<file path="config.mk">
export PLATFORM = sky130hd
export DESIGN_NAME = elegant_storage_bank
export DESIGN_NICKNAME = d
export VERILOG_FILES = /design/src/rtl/elegant_storage_bank.sv
export SDC_FILE = /design/constraint.sdc
export NUM_CORES = 1
export LEC_CHECK = 0
export CAP_MARGIN = 20
export CORE_UTILIZATION = 52
export CTS_CLUSTER_SIZE = 12
export DETAILED_ROUTE_END_ITERATION = 10
export GPL_TIMING_DRIVEN = 0
export PLACE_DENSITY = 0.84
export SLEW_MARGIN = 20
export SYNTH_ARGS = -nofsm -noshare
export SYNTH_HDL_FRONTEND = slang
export SYNTH_SLANG_ARGS = --single-unit
export TNS_END_PERCENT = 20
</file>
<file path="constraint.sdc">
create_clock -name clk -period 1.86 [get_ports clk]
set_clock_uncertainty 0.1 [all_clocks]
set_input_delay 0.279 -clock clk [delete_from_list [all_inputs] [get_ports clk]]
set_output_delay 0.279 -clock clk [all_outputs]
set_load 0.1 [all_outputs]
</file>
<file path="src/rtl/elegant_storage_bank.sv">
// rtl/elegant_storage_bank.sv - addressed scratch store with per-entry valid bits, bulk clear and occupancy count
module elegant_storage_bank #(
    parameter int                    DATA_WIDTH  = 8,
    parameter int                    DEPTH       = 8,
    parameter logic [DATA_WIDTH-1:0] RESET_VALUE = '0,
    localparam int                   ADDR_WIDTH  = $clog2(DEPTH)
) (
    input  logic                  clk,
    input  logic                  reset_n,
    input  logic                  write_enable,
    input  logic [ADDR_WIDTH-1:0] write_addr,
    input  logic [DATA_WIDTH-1:0] data_in,
    input  logic                  read_enable,
    input  logic [ADDR_WIDTH-1:0] read_addr,
    input  logic                  clear,
    output logic [DATA_WIDTH-1:0] data_out,
    output logic                  read_hit,
    output logic                  read_done,
    output logic [ADDR_WIDTH:0]   valid_count,
    output logic                  full
);

    localparam logic [ADDR_WIDTH:0] DEPTH_W   = (ADDR_WIDTH + 1)'(DEPTH);
    localparam logic [ADDR_WIDTH:0] COUNT_ONE = (ADDR_WIDTH + 1)'(1);

    logic [DATA_WIDTH-1:0] mem [DEPTH];
    logic [DEPTH-1:0]      valid;

    logic                  wr_ok;
    logic                  rd_ok;
    logic                  wr_new;
    logic [DATA_WIDTH-1:0] rd_data_nxt;
    logic                  rd_hit_nxt;
    logic [ADDR_WIDTH:0]   count_nxt;

    always_comb begin
        wr_ok       = write_enable && ({1'b0, write_addr} < DEPTH_W);
        rd_ok       = {1'b0, read_addr} < DEPTH_W;
        wr_new      = 1'b0;
        rd_data_nxt = RESET_VALUE;
        rd_hit_nxt  = 1'b0;

        if (wr_ok) begin
            wr_new = !valid[write_addr];
        end

        // Reads observe the post-edge state, so a same-address write is forwarded.
        if (rd_ok) begin
            if (wr_ok && (write_addr == read_addr)) begin
                rd_data_nxt = data_in;
                rd_hit_nxt  = 1'b1;
            end else begin
                rd_data_nxt = mem[read_addr];
                rd_hit_nxt  = valid[read_addr] && !clear;
            end
        end

        if (clear) begin
            count_nxt = wr_ok ? COUNT_ONE : '0;
        end else if (wr_new) begin
            count_nxt = valid_count + COUNT_ONE;
        end else begin
            count_nxt = valid_count;
        end
    end

    always_ff @(posedge clk or negedge reset_n) begin
        if (!reset_n) begin
            for (int i = 0; i < DEPTH; i++) begin
                mem[i] <= RESET_VALUE;
            end
            valid       <= '0;
            data_out    <= RESET_VALUE;
            read_hit    <= 1'b0;
            read_done   <= 1'b0;
            valid_count <= '0;
        end else begin
            // Later bit assignment wins, so a write survives a same-cycle clear.
            if (clear) begin
                valid <= '0;
            end
            if (wr_ok) begin
                mem[write_addr]   <= data_in;
                valid[write_addr] <= 1'b1;
            end
            read_done <= read_enable;
            if (read_enable) begin
                data_out <= rd_data_nxt;
                read_hit <= rd_hit_nxt;
            end
            valid_count <= count_nxt;
        end
    end

    assign full = (valid_count == DEPTH_W);

endmodule

</file>
==> impl_metrics.csv <==
group,metric,value,unit
global_routing,grt-ovfl-total,0,
finish,area.growth.synth_to_final,20.4,%
clock_tree,cts_tree,"yes",
placed_design,place.gp.congestion,0.732,
setup_path,cp.arrival,2.13,ns
route,avgRoutedWirePerCell,20.7,um
setup_path,timing.critical_path.mode_cell,"sky130_fd_sc_hd__mux2_4",
floorplan,fp.dieArea,0.00797,mm^2
sta,slew-limit-headroom,29.1,%
setup_path,crit_path_max_fanout,5,
pwr,ir_drop,0.699,mV
synthesis,postSynthAreaPerCell,14.7,um^2
global_routing,grt_use_total,23.7,%
route,drtAntennaViolNets,0,
floorplan,placementRows,31,
clock_tree,cts_num_sinks,86,
route,route.vias.total,2513,
sta,period_needed,1.98,ns
floorplan,fp.dieW,89.3,um
setup_path,cp_num_buf_inv,0,
finish,nNetsFinal,337,
route,drt_wl_total,8690,um
synthesis,ys_seq_area_share,54.4,%
clock_tree,cts-buffers-inserted,9,
clock_tree,clock_root_buffer_master,"sky130_fd_sc_hd__clkbuf_8",
finish,diodes,0,
clock_tree,h-tree-depth,3,
sta,max_clock_freq,506,MHz
setup_path,critical_path.cell_chain,"mux2_4 > mux4_2 > and2b_2 > mux2_4",
global_routing,antenna_found_initial,0,
clock_tree,clk_latency,0.36,ns
finish,drive_above_1_share,46.7,%
setup_path,critical-path-slowest-cell,"sky130_fd_sc_hd__mux4_2",
sta,finalMaxSlewViolations,0,
synthesis,syn-instance-count,270,
synthesis,ys_ff_latch,86,
job,max-cap-violations,0,
floorplan,die_y,89.3,um
route,count_of_unresolved_drc_violations_after_routing,0,
sta,timing.hold.ws,0.222,ns
synthesis,yosys_warnings,0,
setup_path,criticalPathCategory,"reg -> reg",
route,drt_pre_antenna_iters,4,
synthesis,post_synth_instance_area,0.00396,mm^2
floorplan,io_pins,34,
sta,final_cycle_utilization_of_the_critical_path,106,%
floorplan,floorplan.initialDensity,54.3,%
route,drt-vias-per-instance,5.98,
global_routing,grt_first_pass_wirelength,13400,um
floorplan,core_area,0.00729,mm^2
synthesis,synth_nets,291,
setup_path,timing.critical_path.required,2.01,ns
route,drt_first_iter_violations,150,
placed_design,place_hpwl,5390,um
setup_path,path_delay_family,"multiplexers",
finish,finalCoreUtilization,65.4,%
sta,report.final.setup_viol,25,
sta,setup_slack,-0.118,ns
clock_tree,clkSlewWorstSetupHoldPaths,0.09,ns
synthesis,yosysUniqueCellTypes,30,
global_routing,first_global_vias,2520,
setup_path,timing.critical_path.slowest_cell_delay,0.53,ns
sta,grt_setup_unrepaired,"yes",
sta,worst_pin_slew,1.06,ns
placed_design,numPortBuffers,28,
pwr,pwr_density_cell,1090,mW/mm^2
sta,setup-tns-final,-1.53,ns
status,run_status,"complete, but fails checks",
setup_path,endpoint_kind,"flip-flop",
setup_path,startpoint_type,"flip-flop",
global_routing,grt_max_degree,45,
clock_tree,cts.path.max_buffers,2,
pwr,cellLeakagePower,2.04,nW
status,violations_in_the_final_reports,"setup timing",
sta,number_of_hold_slack_violations_in_the_final_timing_report,0,
hold_path,min-delay-path-class,"in -> reg",
final cells by class:
type	count	area, um^2
tap	99	124
inverter	10	37.5
clock buffer	11	151
timing repair buffer	35	378
buffer	11	71.3
fill	521	2520
sequential	86	2160
clock inverter	5	66.3
multi-input combinational	163	1780
worst paths after layout:
| check | end | from | cells after the start | slack [ns] |
|---|---|---|---|---|
| max in group asynchronous | mem[11]$_DFFE_PN0P_ | reset_n | 3 | 0.67 |
| worst max register to register | valid_count[0]$_DFFE_PN0P_ | valid[7]$_DFF_PN0_ | 4 | -0.12 |
| worst min register to register | mem[22]$_DFFE_PN0P_ | mem[22]$_DFFE_PN0P_ | 2 | 0.39 |
| worst max-delay path | valid_count[0]$_DFFE_PN0P_ | valid[7]$_DFF_PN0_ | 4 | -0.12 |
| worst min-delay path | valid_count[2]$_DFFE_PN0P_ | clear | 2 | 0.22 |
| min in group asynchronous | valid_count[3]$_DFFE_PN0P_ | reset_n | 2 | 0.36 |
cells by family (layout without fill, tap and decap cells):
family          after synthesis  count (layout)  synth area share, %
mux                          94              94                 31.9
flops                        86              86                 54.4
simple gates                 37              37                 5.21
compound gates               27              27                 4.99
buf+inv                      21              72                 2.28
xor+xnor                      3               3                0.664
fa+ha+maj                     2               2                0.632
Yosys cell counts (all sizes together):
library cell | instances | share of area (%)
a21o | 4 | 0.76
a21oi | 2 | 0.25
a41oi | 1 | 0.22
and2b | 1 | 0.19
and4 | 1 | 0.22
buf | 6 | 0.85
clkbuf | 5 | 0.47
dfrtp | 86 | 54
ha | 2 | 0.63
inv | 10 | 0.95
mux2 | 66 | 19
mux2i | 9 | 2.3
mux4 | 19 | 11
nand2 | 21 | 2.0
nand2b | 1 | 0.16
nand3 | 1 | 0.13
nand4 | 2 | 0.32
nand4b | 3 | 0.66
nor2 | 1 | 0.095
nor3 | 2 | 0.51
nor3b | 2 | 0.63
o21ai | 11 | 1.4
o221a | 6 | 1.7
o221ai | 1 | 0.22
o311ai | 2 | 0.44
or3 | 2 | 0.32
xnor2 | 3 | 0.66
layer usage:
metal	part of all wire, %	track usage [%]
met1	46	32.6
met2	49	38.2
met3	3.2	3.69
met4	1.8	9.38
met5	0	0
state kept, by name, indices dropped and copies added (netlist names):
name         cells
data_out         8
mem             64
read_done        1
read_hit         1
valid            8
valid_count      4
placed cells by master, fill, tap and decap left out, types with 3 or more instances in the layout:
cell type,instances
sky130_fd_sc_hd__buf_12,4
sky130_fd_sc_hd__xnor2_1,3
sky130_fd_sc_hd__clkdlybuf4s50_1,11
sky130_fd_sc_hd__mux4_2,19
sky130_fd_sc_hd__mux2i_1,9
sky130_fd_sc_hd__o221a_2,6
sky130_fd_sc_hd__clkbuf_8,11
sky130_fd_sc_hd__dfrtp_2,3
sky130_fd_sc_hd__inv_1,9
sky130_fd_sc_hd__clkbuf_1,3
sky130_fd_sc_hd__clkbuf_2,3
sky130_fd_sc_hd__mux2_2,62
sky130_fd_sc_hd__nand2_1,20
sky130_fd_sc_hd__a21o_1,4
sky130_fd_sc_hd__buf_2,3
sky130_fd_sc_hd__clkdlybuf4s15_2,13
sky130_fd_sc_hd__nand4b_1,3
sky130_fd_sc_hd__mux2_4,4
sky130_fd_sc_hd__dfrtp_1,83
sky130_fd_sc_hd__buf_4,7
sky130_fd_sc_hd__o21ai_0,11
what timing repair did:
item | 4_1_cts | 5_1_grt
setup endpoints to repair | 95 | 47
endpoints found under the hold margin | 43 | 0
hold buffers | 1 | 0
pin swaps | 4 | 4
resized for setup | 60 | 7
buffers inserted | 3 | 2
power by group:
part	switching, W	leakage [nW]	internal, W
Clock	0.000692	0.108	0.000708
Combinational	0.000754	0.887	0.000593
Sequential	0.000200	1.05	0.00224
metrics by stage:
stage,power (W),cell area (um^2),instances,setup slack [ns]
2_1_floorplan,0.00343,3990,270,-0.0796
3_3_place_gp,0.00374,4400,397,-2.90
3_5_place_dp,0.00381,4420,398,-0.811
4_1_cts,0.00520,4740,418,-0.135
5_1_grt,0.00538,4770,420,-0.167
6_report,0.00518,4770,420,-0.118
Note: power is estimated with default switching activity, not from simulation.
